<file path="config.mk">
export PLATFORM = sky130hd
export DESIGN_NAME = sr_serial_tx_ctrl_flat
export DESIGN_NICKNAME = d
export VERILOG_FILES = /design/src/rtl/sr_serial_tx_ctrl_if.sv /design/src/rtl/sr_serial_tx_ctrl.sv /design/src/flat_wrapper.sv
export SDC_FILE = /design/constraint.sdc
export NUM_CORES = 1
export LEC_CHECK = 0
export ABC_CLOCK_PERIOD_IN_PS = 1860
export CORE_AREA = 2 2 59 61
export DETAILED_ROUTE_END_ITERATION = 8
export DIE_AREA = 0 0 61 63
export HOLD_SLACK_MARGIN = 0.05
export PLACE_DENSITY = 0.6
export SLEW_MARGIN = 5
export SYNTH_ARGS = -nofsm -noshare
export SYNTH_HDL_FRONTEND = slang
export SYNTH_SLANG_ARGS = --single-unit
</file>
<file path="constraint.sdc">
create_clock -name clk -period 1.86 [get_ports clk]
set_input_delay 0.558 -clock clk [delete_from_list [all_inputs] [get_ports clk]]
set_output_delay 0.558 -clock clk [all_outputs]
set_load 0.01 [all_outputs]
</file>
<file path="src/rtl/sr_serial_tx_ctrl_if.sv">
`default_nettype none
// +----------------------------------------------------------------------------+
// | Module   : sr_serial_tx_ctrl_if                                            |
// | Brief    : Word-accept handshake between a source and sr_serial_tx_ctrl.   |
// | Revision : 1.0                                                             |
// +----------------------------------------------------------------------------+
interface sr_serial_tx_ctrl_if #(
    parameter int N = 8
);
    logic         in_valid;
    logic         in_ready;
    logic [N-1:0] in_data;
    logic         msb_first;

    modport master (
        output in_valid,
        output in_data,
        output msb_first,
        input  in_ready
    );

    modport slave (
        input  in_valid,
        input  in_data,
        input  msb_first,
        output in_ready
    );
endinterface
`default_nettype wire

</file>
<file path="src/rtl/sr_serial_tx_ctrl.sv">
`default_nettype none
// +----------------------------------------------------------------------------+
// | Module   : sr_serial_tx_ctrl                                               |
// | Brief    : Loads a word into a universal shift register and shifts it out  |
// |            as a timed serial stream, LSB- or MSB-first.                    |
// | Revision : 1.0                                                             |
// +----------------------------------------------------------------------------+
module sr_serial_tx_ctrl #(
    parameter int   N            = 8,
    parameter int   CLKS_PER_BIT = 4,
    parameter logic IDLE_LVL     = 1'b1
) (
    input  wire logic                  clk,
    input  wire logic                  clear,
    sr_serial_tx_ctrl_if.slave         in_if,
    input  wire logic [N-1:0]          sr_Q,
    output logic      [$clog2(N)-1:0]  sr_S,
    output logic      [N-1:0]          sr_D,
    output logic                       sr_MSBin,
    output logic                       sr_LSBin,
    output logic                       tx_bit,
    output logic                       tx_active,
    output logic                       frame_done
);

    localparam int c_SW = $clog2(N);
    localparam int c_CW = $clog2(N);
    localparam int c_BW = (CLKS_PER_BIT > 1) ? $clog2(CLKS_PER_BIT) : 1;

    localparam logic [c_SW-1:0] c_S_HOLD = c_SW'(0);
    localparam logic [c_SW-1:0] c_S_LOAD = c_SW'(1);
    localparam logic [c_SW-1:0] c_S_SHR  = c_SW'(2);
    localparam logic [c_SW-1:0] c_S_SHL  = c_SW'(3);

    typedef enum logic [1:0] {
        ST_IDLE  = 2'd0,
        ST_LOAD  = 2'd1,
        ST_SHIFT = 2'd2
    } state_t;

    state_t            r_state;
    logic [c_CW-1:0]   r_bit_cnt;
    logic [c_BW-1:0]   r_baud_cnt;
    logic [N-1:0]      r_data;
    logic              r_dir;

    logic              w_bit_end;
    logic              w_last_bit;
    logic              w_unused_q;

    assign w_bit_end  = (r_baud_cnt == c_BW'(CLKS_PER_BIT - 1));
    assign w_last_bit = (r_bit_cnt == c_CW'(N - 1));
    // Only the end bits of Q reach tx_bit; the rest is deliberately ignored.
    assign w_unused_q = ^sr_Q;

    always_ff @(posedge clk or posedge clear) begin
        if (clear) begin
            r_state    <= ST_IDLE;
            r_bit_cnt  <= '0;
            r_baud_cnt <= '0;
            r_data     <= '0;
            r_dir      <= 1'b0;
        end else begin
            case (r_state)
                ST_IDLE: begin
                    if (in_if.in_valid) begin
                        r_data  <= in_if.in_data;
                        r_dir   <= in_if.msb_first;
                        r_state <= ST_LOAD;
                    end
                end
                ST_LOAD: begin
                    r_baud_cnt <= '0;
                    r_bit_cnt  <= '0;
                    r_state    <= ST_SHIFT;
                end
                ST_SHIFT: begin
                    if (w_bit_end) begin
                        r_baud_cnt <= '0;
                        if (w_last_bit) begin
                            r_state <= ST_IDLE;
                        end else begin
                            r_bit_cnt <= r_bit_cnt + 1'b1;
                        end
                    end else begin
                        r_baud_cnt <= r_baud_cnt + 1'b1;
                    end
                end
                default: r_state <= ST_IDLE;
            endcase
        end
    end

    always_comb begin
        sr_S = c_S_HOLD;
        case (r_state)
            ST_LOAD:  sr_S = c_S_LOAD;
            ST_SHIFT: begin
                // The final bit is held, never shifted past.
                if (w_bit_end && !w_last_bit) begin
                    sr_S = r_dir ? c_S_SHL : c_S_SHR;
                end
            end
            default:  sr_S = c_S_HOLD;
        endcase
    end

    // State is already IDLE during clear, so readiness must also be masked by it.
    assign in_if.in_ready = (r_state == ST_IDLE) && !clear;
    assign sr_D           = r_data;
    assign sr_MSBin       = IDLE_LVL;
    assign sr_LSBin       = IDLE_LVL;
    assign tx_active      = (r_state == ST_SHIFT);
    assign tx_bit         = (r_state == ST_SHIFT) ? (r_dir ? sr_Q[N-1] : sr_Q[0]) : IDLE_LVL;
    assign frame_done     = (r_state == ST_SHIFT) && w_bit_end && w_last_bit;

endmodule
`default_nettype wire

</file>
<file path="src/flat_wrapper.sv">
// flat-port wrapper written by rule: the top's interface ports become plain ports
module sr_serial_tx_ctrl_flat 
#(
    parameter int   N            = 8,
    parameter int   CLKS_PER_BIT = 4,
    parameter logic IDLE_LVL     = 1'b1
)
  (clk, clear, sr_Q, sr_S, sr_D, sr_MSBin, sr_LSBin, tx_bit, tx_active, frame_done, in_if_in_valid, in_if_in_data, in_if_msb_first, in_if_in_ready);
  sr_serial_tx_ctrl_if #(.N(N)) in_if_i ();
  input  wire logic clk;
  input  wire logic clear;
  input  wire logic [N-1:0] sr_Q;
  output logic      [$clog2(N)-1:0] sr_S;
  output logic      [N-1:0] sr_D;
  output logic sr_MSBin;
  output logic sr_LSBin;
  output logic tx_bit;
  output logic tx_active;
  output logic frame_done;
  input wire logic [$bits(in_if_i.in_valid)-1:0] in_if_in_valid;
  input wire logic [$bits(in_if_i.in_data)-1:0] in_if_in_data;
  input wire logic [$bits(in_if_i.msb_first)-1:0] in_if_msb_first;
  output wire logic [$bits(in_if_i.in_ready)-1:0] in_if_in_ready;
  assign in_if_i.in_valid = in_if_in_valid;
  assign in_if_i.in_data = in_if_in_data;
  assign in_if_i.msb_first = in_if_msb_first;
  assign in_if_in_ready = in_if_i.in_ready;
  sr_serial_tx_ctrl #(.N(N), .CLKS_PER_BIT(CLKS_PER_BIT), .IDLE_LVL(IDLE_LVL)) u_core (.clk(clk), .clear(clear), .in_if(in_if_i), .sr_Q(sr_Q), .sr_S(sr_S), .sr_D(sr_D), .sr_MSBin(sr_MSBin), .sr_LSBin(sr_LSBin), .tx_bit(tx_bit), .tx_active(tx_active), .frame_done(frame_done));
endmodule
</file>
==> Word level (Yosys, flattened, before mapping) <==
Index checks and enable logic that the tools add are counted.
{ "word_totals": {"inputBits": 20, "word_cells": 40, "regBits": 16} }
{ "op_classes": {"n_eq_ne": 8, "n_reduce_logical": 11, "muxes": 14, "n_addsub": 2} }
{ "ops": {"columns": ["operator", "count"], "rows": [
  ["$pmux W3 S2", 2],
  ["$mux W3", 3],
  ["$mux W2", 4],
  ["$pmux W2 S3", 1],
  ["$reduce_and A3 Y1", 2],
  ["$eq A2 B2 Y1 const B", 2],
  ["$logic_and A1 B1 Y1", 4],
  ["$ne A2 B1 Y1 const B", 2],
  ["$ne A2 B2 Y1 const B", 2],
  ["$pmux W2 S2", 1],
  ["$add A3 B1 Y3 const B", 1],
  ["$eq A3 B3 Y1 const B", 1],
  ["$mux W1", 3],
  ["$add A2 B1 Y2 const B", 1],
  ["$eq A2 B1 Y1 const B", 1],
  ["$logic_not A1 Y1", 2],
  ["$logic_not A2 Y1", 1],
  ["$reduce_and A2 Y1", 1],
  ["$reduce_bool A2 Y1", 1]
]} }

==> Depth between registers and ports, before layout <==
Gate-level depths: netlist (run 1).
{ "logic_depth": {"depth_word": 5, "ltp_mapped": 6, "depth_no_buf": 5} }

==> Worst setup path before layout (run 1) <==
No wires, ideal clock.
{ "synth_path": {"kind": "register to output", "startpoint": "reg u_core.r_state[0]", "endpoint": "out sr_S[0]", "slack_ns": -0.064, "path_stages_with_launch": 6, "arrival_ns": 1.366, "path_cell_list": "dfrtp_1 -> inv_1 -> ha_1 -> and4b_1 -> buf_6 -> a22o_1"} }
{ "synth_between": {"elab_chain_cells": 2, "word_cells_on_any_way": 3} }
{ "synth_rtl": {"columns": ["element", "line", "source"], "rows": [
  ["from (decl)", "sr_serial_tx_ctrl.sv:41", "state_t r_state;"],
  ["from (signal assigned)", "sr_serial_tx_ctrl.sv:58", "r_state <= ST_IDLE;"],
  ["from (signal assigned)", "sr_serial_tx_ctrl.sv:69", "r_state <= ST_LOAD;"],
  ["from (signal assigned)", "sr_serial_tx_ctrl.sv:75", "r_state <= ST_SHIFT;"],
  ["$eq A2 B2 Y1 or $eq A2 B1 Y1 (tied branches)", "sr_serial_tx_ctrl.sv:96", "case (r_state)"],
  ["$pmux W3 S2 *", "sr_serial_tx_ctrl.sv:96", null],
  ["to (decl)", "flat_wrapper.sv:13", "output logic [$clog2(N)-1:0] sr_S;"]
]} }
Mark *: on every way between the ends. The rest lies on a longest branch, timed or not.

==> Worst setup path in the final report (run 1) <==
{ "layout_path": {"startpoint": "reg u_core.r_bit_cnt[1]", "endpoint": "out sr_S[0]"} }
{ "layout_between": {"elab_chain_cells": 5} }
{ "layout_rtl": {"columns": ["element", "line", "source"], "rows": [
  ["from (decl)", "sr_serial_tx_ctrl.sv:42", "logic [c_CW-1:0] r_bit_cnt;"],
  ["from (signal assigned)", "sr_serial_tx_ctrl.sv:83", "r_bit_cnt <= r_bit_cnt + 1'b1;"],
  ["$eq A3 B3 Y1", "sr_serial_tx_ctrl.sv:52", "assign w_last_bit = (r_bit_cnt == c_CW'(N - 1));"],
  ["$logic_not A1 Y1", "sr_serial_tx_ctrl.sv:100", "if (w_bit_end && !w_last_bit) begin"],
  ["$logic_and A1 B1 Y1", "sr_serial_tx_ctrl.sv:100", null],
  ["$mux W3", "sr_serial_tx_ctrl.sv:100", null],
  ["$pmux W3 S2", "sr_serial_tx_ctrl.sv:96", null]
]} }
Every way passes these cells.

==> results of run 1 <==
-- where the power goes --
part,internal [mW],total (mW),switching (mW)
Combinational,0.593,0.988,0.395
Clock,0.119,0.224,0.105
Sequential,0.481,0.557,0.0760
-- routing by layer --
| metal | up-vias | global-route usage, % | routed length [um] |
|---|---|---|---|
| li1 | 328 | - | - |
| met1 | 309 | 13.2 | 737 |
| met2 | 23 | 18.0 | 926 |
| met3 | 4 | 2.90 | 106 |
| met4 | 0 | 3.26 | 28 |
| met5 | - | 0 | 0 |
-- state kept, by name, indices dropped and copies added, names as in the netlist --
signal             cells
u_core.r_state         2
u_core.r_baud_cnt      2
u_core.r_bit_cnt       3
u_core.r_dir           1
u_core.sr_D            8
-- final timing paths --
kind                                                 end  slack (ns)
max                                              sr_S[0]       -0.26
min in group clk              u_core.sr_D[1]$_DFFE_PP0P_        0.52
max reg2reg                u_core.r_state[1]$_DFFE_PP0P_        0.21
min reg2reg                   u_core.sr_D[1]$_DFFE_PP0P_        0.52
min                        u_core.r_state[1]$_DFFE_PP0P_        0.32
max in group asynchronous     u_core.sr_D[1]$_DFFE_PP0P_        1.35
-- tightest hold or removal path: cells and delay by family --
kind | cells | cell delay [ns]
buffers and inverters | 3 | 0.42
-- cell families (layout without fill, tap and decap cells) --
family,Yosys count,after routing
simple gates,17,17
flops,16,16
mux,12,12
buf+inv,11,55
fa+ha+maj,8,8
compound gates,7,7
other cells,2,3
-- cells in the final DEF, fill, tap and decap left out, types with 2 or more instances in the layout --
cell type / synthesis / layout
inv_2: 0 / 2
ha_1: 8 / 4
o21ai_0: 4 / 4
mux2_2: 11 / 11
conb_1: 2 / 3
buf_4: 3 / 12
inv_1: 7 / 5
nand3_1: 4 / 4
nand2b_1: 2 / 2
dlymetal6s2s_1: 0 / 3
clkdlybuf4s50_1: 0 / 18
ha_4: 0 / 3
nand2_1: 5 / 5
dfrtp_1: 16 / 16
clkbuf_4: 0 / 3
buf_2: 0 / 3
buf_6: 1 / 8
-- final cells by class --
type | count | share of cell area [%]
well taps | 46 | 4.24
clock buffers | 4 | 2.67
multi-input cells | 47 | 31.2
inverters | 7 | 1.94
repair buffers | 44 | 30.4
flip-flops and latches | 16 | 29.5
-- stage by stage --
step                cells  setup TNS (ns)  hold WS [ns]  worst slack (ns)  util [%]
CTS                   162          -0.759         0.522            -0.296      40.5
detailed placement    155           -1.84         0.498            -0.415      38.3
global placement      155           -1.78         0.487            -0.408      38.3
global route          164           -1.01         0.344            -0.360      42.0
floorplan              74               0         0.472            0.0163         -
finish                164          -0.662         0.315            -0.257      42.0
-- repair_timing --
action	4_1_cts	5_1_grt
pin swaps	2	2
setup buffers	3	3
resized for setup	33	10
gates cloned	0	0
endpoints found under the setup margin	6	5
==> flow_summary.toml, run 1 <==
[clocking]
clock_sinks = 16
cts_buffers = 3
path_clk_slew_ns = 0.10
clk_path_buf_depth = 2
clk-insertion-delay-late_ns = 0.28
root_buffer = "clkbuf_4"
tritoncts = "done"
cts_htree_levels = 1
cts_hold_buf = 0

[floorplan]
start_util_pct = 25.8
ioPinCount = 37
dieArea_um2 = 3840
coreArea_um2 = 3230
dieWidth_um = 61
die_h_um = 63
row_count = 21

[critical_path]
startpoint_type = "flip-flop"
cp.depth = 5
cp-end-kind = "output port"
critPathRequiredTime_ns = 1.30
slowest_stage = "dfrtp_1"
arrival_ns = 1.56
startpoint = "u_core.r_bit_cnt[1]$_DFFE_PP0P_"
worstPathCellList = "ha_2 > ha_4 > and4b_1 > a22o_1 > buf_2"
crit_fanout = 2
path_class = "flip-flop to output port"
r2r_start = "u_core.r_state[1]$_DFFE_PP0P_"
crit_family = "flip-flops"
r2r_cells = 6
worst-path-buf-inv = 1
cpPeakStageDelay_ns = 0.39

[logic_synthesis]
yosys.area.top_type = "dfrtp_1"
synth.avg_cell_area_um2 = 11.4
syn_inst = 73
synth_common_cells = "16 x dfrtp_1, 11 x mux2_2, 8 x ha_1"
synth.yosys.seq_area_share_pct = 48.0
syn_area_um2 = 835
synth_area_leaders = "dfrtp_1 48%, mux2_2 15%, ha_1 12%"
synthFlopType = "dfrtp_1"
synth_cell_type_count = 20
yosysTopAreaCellShare_pct = 48.0
muxShareOfSynthArea_pct = 16.0
synth_compound_area_share_pct = 4.95
yosys.area_share.simple_pct = 10.9
async_reset_ff_share_pct = 100
synth_edf_count = 0
synthAdderAreaFrac_pct = 12.0
synthXorXnorAreaFrac_pct = 0
synth.most_common_cell = "dfrtp_1"
synth_top_family_by_area = "multiplexers"
yosys_warnings = 0
ys_ff_latch = 16

[global_route]
grt_max_degree = 17
antenna_found_initial = 0
grt.total_usage_pct = 10.8
grt_pass1_vias = 758
grt_first_pass_wirelength_um = 3230
overflow = 0

[outcome]
violations = "negative setup slack"
outcome = "complete, but fails checks"

[final_layout]
multi_input_area_um2 = 424
regArea_um2 = 400
nNetsFinal = 147
n_antenna_cell = 0
drive_gt1_share_pct = 39.8
area_growth_pct = 62.7
fillers = 306
design_area_um2 = 1360

[power_and_ir_drop]
leakagePower_nw = 0.639
power.total_mw = 1.77
ir_worst_vdd_mv = 0.764
powerDensity_nw_per_um2 = 1300

[timing]
period_share_pct = 114
clock_skew_ns = 0.0110
max_freq_mhz = 472
min_period_ns = 2.12
finalHoldViolCount = 0
setup_viol = 4
worst_slack_ns = -0.257
drv_slew = 0
rsz0062_at_grt = "yes"

[routing]
drt_iter0_drc = 12
routed_wl_um = 1800
vias_per_cell = 4.05
wl_per_cell_um = 11.0
vias = 664
drc = 0
dr.pass1.iters = 4
antenna_left = 0

[worst_hold_path]
min_path_type = "input pin to asynchronous set/reset pin"

[place]
dpl-instance-area_um2 = 1240
port_buffers = 27
gp_congestion = 0.747
hpwl_um = 1400

[job]
cap_violations = 0
Power figures use the tool's default switching activity.
==> inputs of run 2 (changes only) <==
CAP_MARGIN = 15   (was not set)
==> results of run 2 <==
No change in the layout: final DEF, timing and power equal those of run 1.
